==> config.mk <==
export PLATFORM = sky130hd
export DESIGN_NAME = param_sync_fifo
export DESIGN_NICKNAME = d
export VERILOG_FILES = /design/src/rtl/fifo_mem_2p.sv /design/src/rtl/param_sync_fifo.sv
export SDC_FILE = /design/constraint.sdc
export NUM_CORES = 1
export LEC_CHECK = 0
export ABC_AREA = 1
export BUFFER_PORTS_ARGS = -buffer_cell sky130_fd_sc_hd__buf_2
export CORE_ASPECT_RATIO = 2
export CORE_MARGIN = 5
export CORE_UTILIZATION = 59
export CTS_CLUSTER_DIAMETER = 30
export DETAILED_ROUTE_END_ITERATION = 10
export PLACE_DENSITY = 0.78
export SLEW_MARGIN = 20
export SYNTH_ARGS = -nofsm -noshare
export SYNTH_HDL_FRONTEND = slang
export SYNTH_SLANG_ARGS = --single-unit
==> constraint.sdc <==
create_clock -name clk -period 2.85 [get_ports clk]
set_clock_uncertainty 0.1 [all_clocks]
set_input_delay 0.855 -clock clk [delete_from_list [all_inputs] [get_ports clk]]
set_output_delay 0.855 -clock clk [all_outputs]
set_load 0.05 [all_outputs]
==> src/rtl/fifo_mem_2p.sv <==
// DEPTH x DATA_WIDTH register array for param_sync_fifo.
// It has one synchronous write port and one asynchronous read port, and the contents are never reset.
module fifo_mem_2p #(
    parameter int DEPTH      = 9,
    parameter int DATA_WIDTH = 8,
    parameter int AW         = 4
) (
    input  logic                  clk,
    input  logic                  we,
    input  logic [AW-1:0]         waddr,
    input  logic [DATA_WIDTH-1:0] wdata,
    input  logic [AW-1:0]         raddr,
    output logic [DATA_WIDTH-1:0] rdata
);

    logic [DATA_WIDTH-1:0] mem_q [DEPTH];

    always_ff @(posedge clk) begin
        if (we) begin
            mem_q[waddr] <= wdata;
        end
    end

    // Both pointers wrap at DEPTH-1, so raddr always selects a real entry.
    assign rdata = mem_q[raddr];

endmodule

==> src/rtl/param_sync_fifo.sv <==
// Single-clock FIFO with arbitrary DEPTH, occupancy count, threshold flags,
// sticky overflow/underflow and a choice of registered or fall-through read.
module param_sync_fifo #(
    parameter int DEPTH      = 9,
    parameter int DATA_WIDTH = 8,
    parameter int AF_THRESH  = DEPTH - 1,
    parameter int AE_THRESH  = 1,
    parameter int FWFT       = 0,
    localparam int AW        = (DEPTH > 2) ? $clog2(DEPTH) : 1,
    localparam int CW        = $clog2(DEPTH + 1)
) (
    input  logic                  clk,
    input  logic                  rst,
    input  logic                  rstfifo,
    input  logic                  w_en,
    input  logic [DATA_WIDTH-1:0] data_in,
    input  logic                  r_en,
    output logic [DATA_WIDTH-1:0] data_out,
    output logic                  full,
    output logic                  empty,
    output logic                  almost_full,
    output logic                  almost_empty,
    output logic [CW-1:0]         count,
    output logic                  overflow,
    output logic                  underflow
);

    if (DEPTH < 2) begin : g_bad_depth
        $error("param_sync_fifo: DEPTH must be >= 2");
    end
    if (AF_THRESH > DEPTH) begin : g_bad_af
        $error("param_sync_fifo: AF_THRESH must not exceed DEPTH");
    end
    if (AE_THRESH >= DEPTH) begin : g_bad_ae
        $error("param_sync_fifo: AE_THRESH must be below DEPTH");
    end

    logic [AW-1:0]         w_ptr_q, w_ptr_d, r_ptr_q, r_ptr_d;
    logic [CW-1:0]         count_q, count_d;
    logic                  overflow_q, overflow_d, underflow_q, underflow_d;
    logic                  rd_ok, wr_ok;
    logic [DATA_WIDTH-1:0] mem_rdata;

    assign empty        = (count_q == '0);
    assign full         = (count_q == CW'(DEPTH));
    assign almost_full  = (count_q >= CW'(AF_THRESH));
    assign almost_empty = (count_q <= CW'(AE_THRESH));
    assign count        = count_q;
    assign overflow     = overflow_q;
    assign underflow    = underflow_q;

    // At full, a read in the same cycle frees a slot, so the write is also accepted.
    assign rd_ok = r_en & ~empty & ~rstfifo;
    assign wr_ok = w_en & (~full | (r_en & ~empty)) & ~rstfifo;

    always_comb begin
        w_ptr_d     = w_ptr_q;
        r_ptr_d     = r_ptr_q;
        count_d     = count_q;
        overflow_d  = overflow_q;
        underflow_d = underflow_q;
        if (rstfifo) begin
            w_ptr_d     = '0;
            r_ptr_d     = '0;
            count_d     = '0;
            overflow_d  = 1'b0;
            underflow_d = 1'b0;
        end else begin
            if (wr_ok) begin
                w_ptr_d = (w_ptr_q == AW'(DEPTH - 1)) ? '0 : w_ptr_q + 1'b1;
            end
            if (rd_ok) begin
                r_ptr_d = (r_ptr_q == AW'(DEPTH - 1)) ? '0 : r_ptr_q + 1'b1;
            end
            if (wr_ok && !rd_ok) begin
                count_d = count_q + 1'b1;
            end else if (rd_ok && !wr_ok) begin
                count_d = count_q - 1'b1;
            end
            if (w_en && !wr_ok) begin
                overflow_d = 1'b1;
            end
            if (r_en && empty) begin
                underflow_d = 1'b1;
            end
        end
    end

    always_ff @(posedge clk or negedge rst) begin
        if (!rst) begin
            w_ptr_q     <= '0;
            r_ptr_q     <= '0;
            count_q     <= '0;
            overflow_q  <= 1'b0;
            underflow_q <= 1'b0;
        end else begin
            w_ptr_q     <= w_ptr_d;
            r_ptr_q     <= r_ptr_d;
            count_q     <= count_d;
            overflow_q  <= overflow_d;
            underflow_q <= underflow_d;
        end
    end

    fifo_mem_2p #(
        .DEPTH      (DEPTH),
        .DATA_WIDTH (DATA_WIDTH),
        .AW         (AW)
    ) u_mem (
        .clk   (clk),
        .we    (wr_ok),
        .waddr (w_ptr_q),
        .wdata (data_in),
        .raddr (r_ptr_q),
        .rdata (mem_rdata)
    );

    if (FWFT != 0) begin : g_fwft
        // The head word is shown directly; force zero while empty so stale or X contents never leak out.
        assign data_out = empty ? '0 : mem_rdata;
    end else begin : g_std
        logic [DATA_WIDTH-1:0] data_out_q, data_out_d;

        always_comb begin
            data_out_d = data_out_q;
            if (rstfifo) begin
                data_out_d = '0;
            end else if (rd_ok) begin
                data_out_d = mem_rdata;
            end
        end

        always_ff @(posedge clk or negedge rst) begin
            if (!rst) begin
                data_out_q <= '0;
            end else begin
                data_out_q <= data_out_d;
            end
        end

        assign data_out = data_out_q;
    end

endmodule

==> flow_summary.ini <==
[cells_and_area]
finalNonFillerCells = 511
regArea_sq_um = 2710
n_antenna_cell = 0
final_util = 0.683
nNetsFinal = 438
drive_gt1_frac = 0.171
fillCellCount = 532
syn2layout_area_growth_pct = 14.0
multiInputGateArea_sq_um = 1220

[placement]
gp_congestion = 0.856
port_buffers = 30
placedCellCount = 495
dp_hpwl_microns = 6930

[power_and_ir_drop]
power.net_switching_w = 0.00151
clock_power_share = 0.321
p_int_w = 0.00273
powerDensity_nw_per_um2 = 902
p_comb_frac = 0.277
cellLeakagePower_nw = 1.96
p_sw_frac = 0.356
irDropWorstVdd_uv = 634
seq_power_share = 0.402

[clock_network]
cts-resized-gates = 0
clockBufferDepth = 2
cts-buffers-inserted = 9
clk_pin_slew_ns = 0.07
post_cts_buffers = 0
cts.sinks = 94
cts_tree = built
root_buffer = clkbuf_16
htreeDepth = 3
holdBufCountCts = 0
clk-insertion-delay-late_ns = 0.34

[timing]
fin_crit_sh = 0.896
timing.hold.ws_ns = 0.375
rsz0062_at_grt = no
period_minus_slack_ns = 2.55
setup_viol = 0
finalHoldViolCount = 0
worst_pin_slew_ns = 0.632
drv_slew = 0
worst_slew_margin_rel = 0.578
tns_ns = 0
max_freq_ghz = 0.392

[drt]
viasPerCell = 5.75
dr.pass1.iters = 5
drc_errors = 0
wirelength_microns = 9490
detail-route-antenna-nets = 0
drt_iter0_drc = 220
vias = 2937
detail_route.wl_per_cell_microns = 18.6

[synth]
synthTopCellsByCount = nand2_1, edfxtp_1, nand3_1, dfrtp_1, nor2_1
synthFlopType = edfxtp_1
yosys-top-cells-area = edfxtp_1, dfrtp_1, nand2_1
synth_largest_area_cell = edfxtp_1
post-synth-top-count-cell = nand2_1
yosysSeqAreaShare = 0.657
post-synth-top-area-fraction = 0.524
synth-edff-count = 72
ys_types = 29
ys_seq_elements = 94
syn_area_sq_um = 4130
yosysWarnings = 0
synthCells = 382
syn-mean-instance-area_sq_um = 10.8
synth_async_sr_flop_share = 0.234
postSynthNetCount = 404

[global_routing]
grt.total_usage = 0.228
grt_max_degree = 34
grt_pass1_vias = 3014
grt.overflow.total = 0
antenna_found_initial = 0
grt_pass1_wl_microns = 15100

[run]
drv_cap = 0

[worst_setup_path]
path_class = reg -> out
slowest_stage = dfrtp_1
max_stage_delay_ns = 0.47
cp.required_ns = 1.90
r2r_cells = 6
r2r_start = count[1]
r2r_end = u_mem.mem_q[3][3]
start_kind = register
worstPathArrival_ns = 1.60
crit_chain = inv_1, ha_1, nand2_4, nand2_1, buf_2
worstPathMaxFanout = 7
timing.critical_path.to_type = output pin
rrSetupSlack_ns = 0.69

[min_path]
min-delay-start = data_out[5]
hp-class = reg -> reg
hold_path_depth = 2
whs_endpoint = data_out[5]

[floorplanning]
start_util = 0.599
fp-row-count = 43
dieWidth_microns = 69.1
die_h_microns = 128
coreArea_sq_um = 6890
dieArea_sq_um = 8870
io-pin-count = 31

[outcome]
outcome = completed
[worst max-delay path by stage]
stage                  start                end  cells after the start
detailed placement   rstfifo  u_mem.mem_q[0][2]                      5
global route        count[1]       almost_empty                      5
finish              count[0]       almost_empty                      5
CTS                 count[0]       almost_empty                      5
global placement     rstfifo  u_mem.mem_q[0][1]                      5
floorplan           count[1]  u_mem.mem_q[1][0]                      6
[cell type report]
| type | instances | share of cell area |
|---|---|---|
| clock buffers | 9 | 0.0479 |
| clock inverters | 7 | 0.0258 |
| inverters | 24 | 0.0197 |
| multi-input cells | 247 | 0.258 |
| flip-flops and latches | 94 | 0.576 |
| well taps | 90 | 0.0239 |
| repair buffers | 40 | 0.0479 |
[cell families after synthesis]
kind of cell / Yosys count / share of synthesized area
xor+xnor: 3 / 0.00637
buf+inv: 41 / 0.0479
flops: 94 / 0.657
compound gates: 27 / 0.0361
simple gates: 208 / 0.225
fa+ha+maj: 9 / 0.0273
[metal layers]
layer	global-route usage	wire length, microns
met1	0.208	3060
met2	0.446	5490
met3	0.0471	424
met4	0.135	522
met5	0	0
[critical path: cells and delay by family (launching register included)]
family / cells / cell delay, ns
flip-flops: 1 / 0.47
buffers and inverters: 2 / 0.38
adder cells (fa/ha/maj): 1 / 0.24
AND/OR/NAND/NOR: 2 / 0.16
[power by group through the flow]
stage / Combinational [W] / Clock (W) / Sequential [W]
floorplan: 0.000773 / 0 / 0.00186
finish: 0.00118 / 0.00136 / 0.00171
detailed placement: 0.00117 / 0 / 0.00173
global placement: 0.00116 / 0 / 0.00173
global route: 0.00129 / 0.00144 / 0.00172
CTS: 0.00118 / 0.00136 / 0.00171
[layout by cell type, fill, tap and decap left out, types with 7 or more instances in the layout]
cell and count:
buf_2 30, buf_4 10, clkbuf_16 9, dfrtp_1 22, edfxtp_1 72, ha_1 9
inv_1 15, inv_2 7, nand2_1 106, nand3_1 67, nor2_1 16, nor3_1 8
o21ai_0 9, o21ai_1 9
[sequential cells by signal (all words and copies together) (netlist names)]
signal	count
u_mem.mem_q	72
data_out	8
count	4
r_ptr_q	4
w_ptr_q	4
overflow	1
underflow	1
[through the flow]
stage               setup WS [ns]  total power (W)  instance area (sq um)
finish                      0.298          0.00424                   4710
floorplan                   0.332          0.00263                   4130
global route                0.184          0.00445                   4710
detailed placement          0.438          0.00291                   4360
global placement            0.438          0.00288                   4360
CTS                         0.297          0.00425                   4710
No activity file was read; power rests on OpenSTA's default activity.
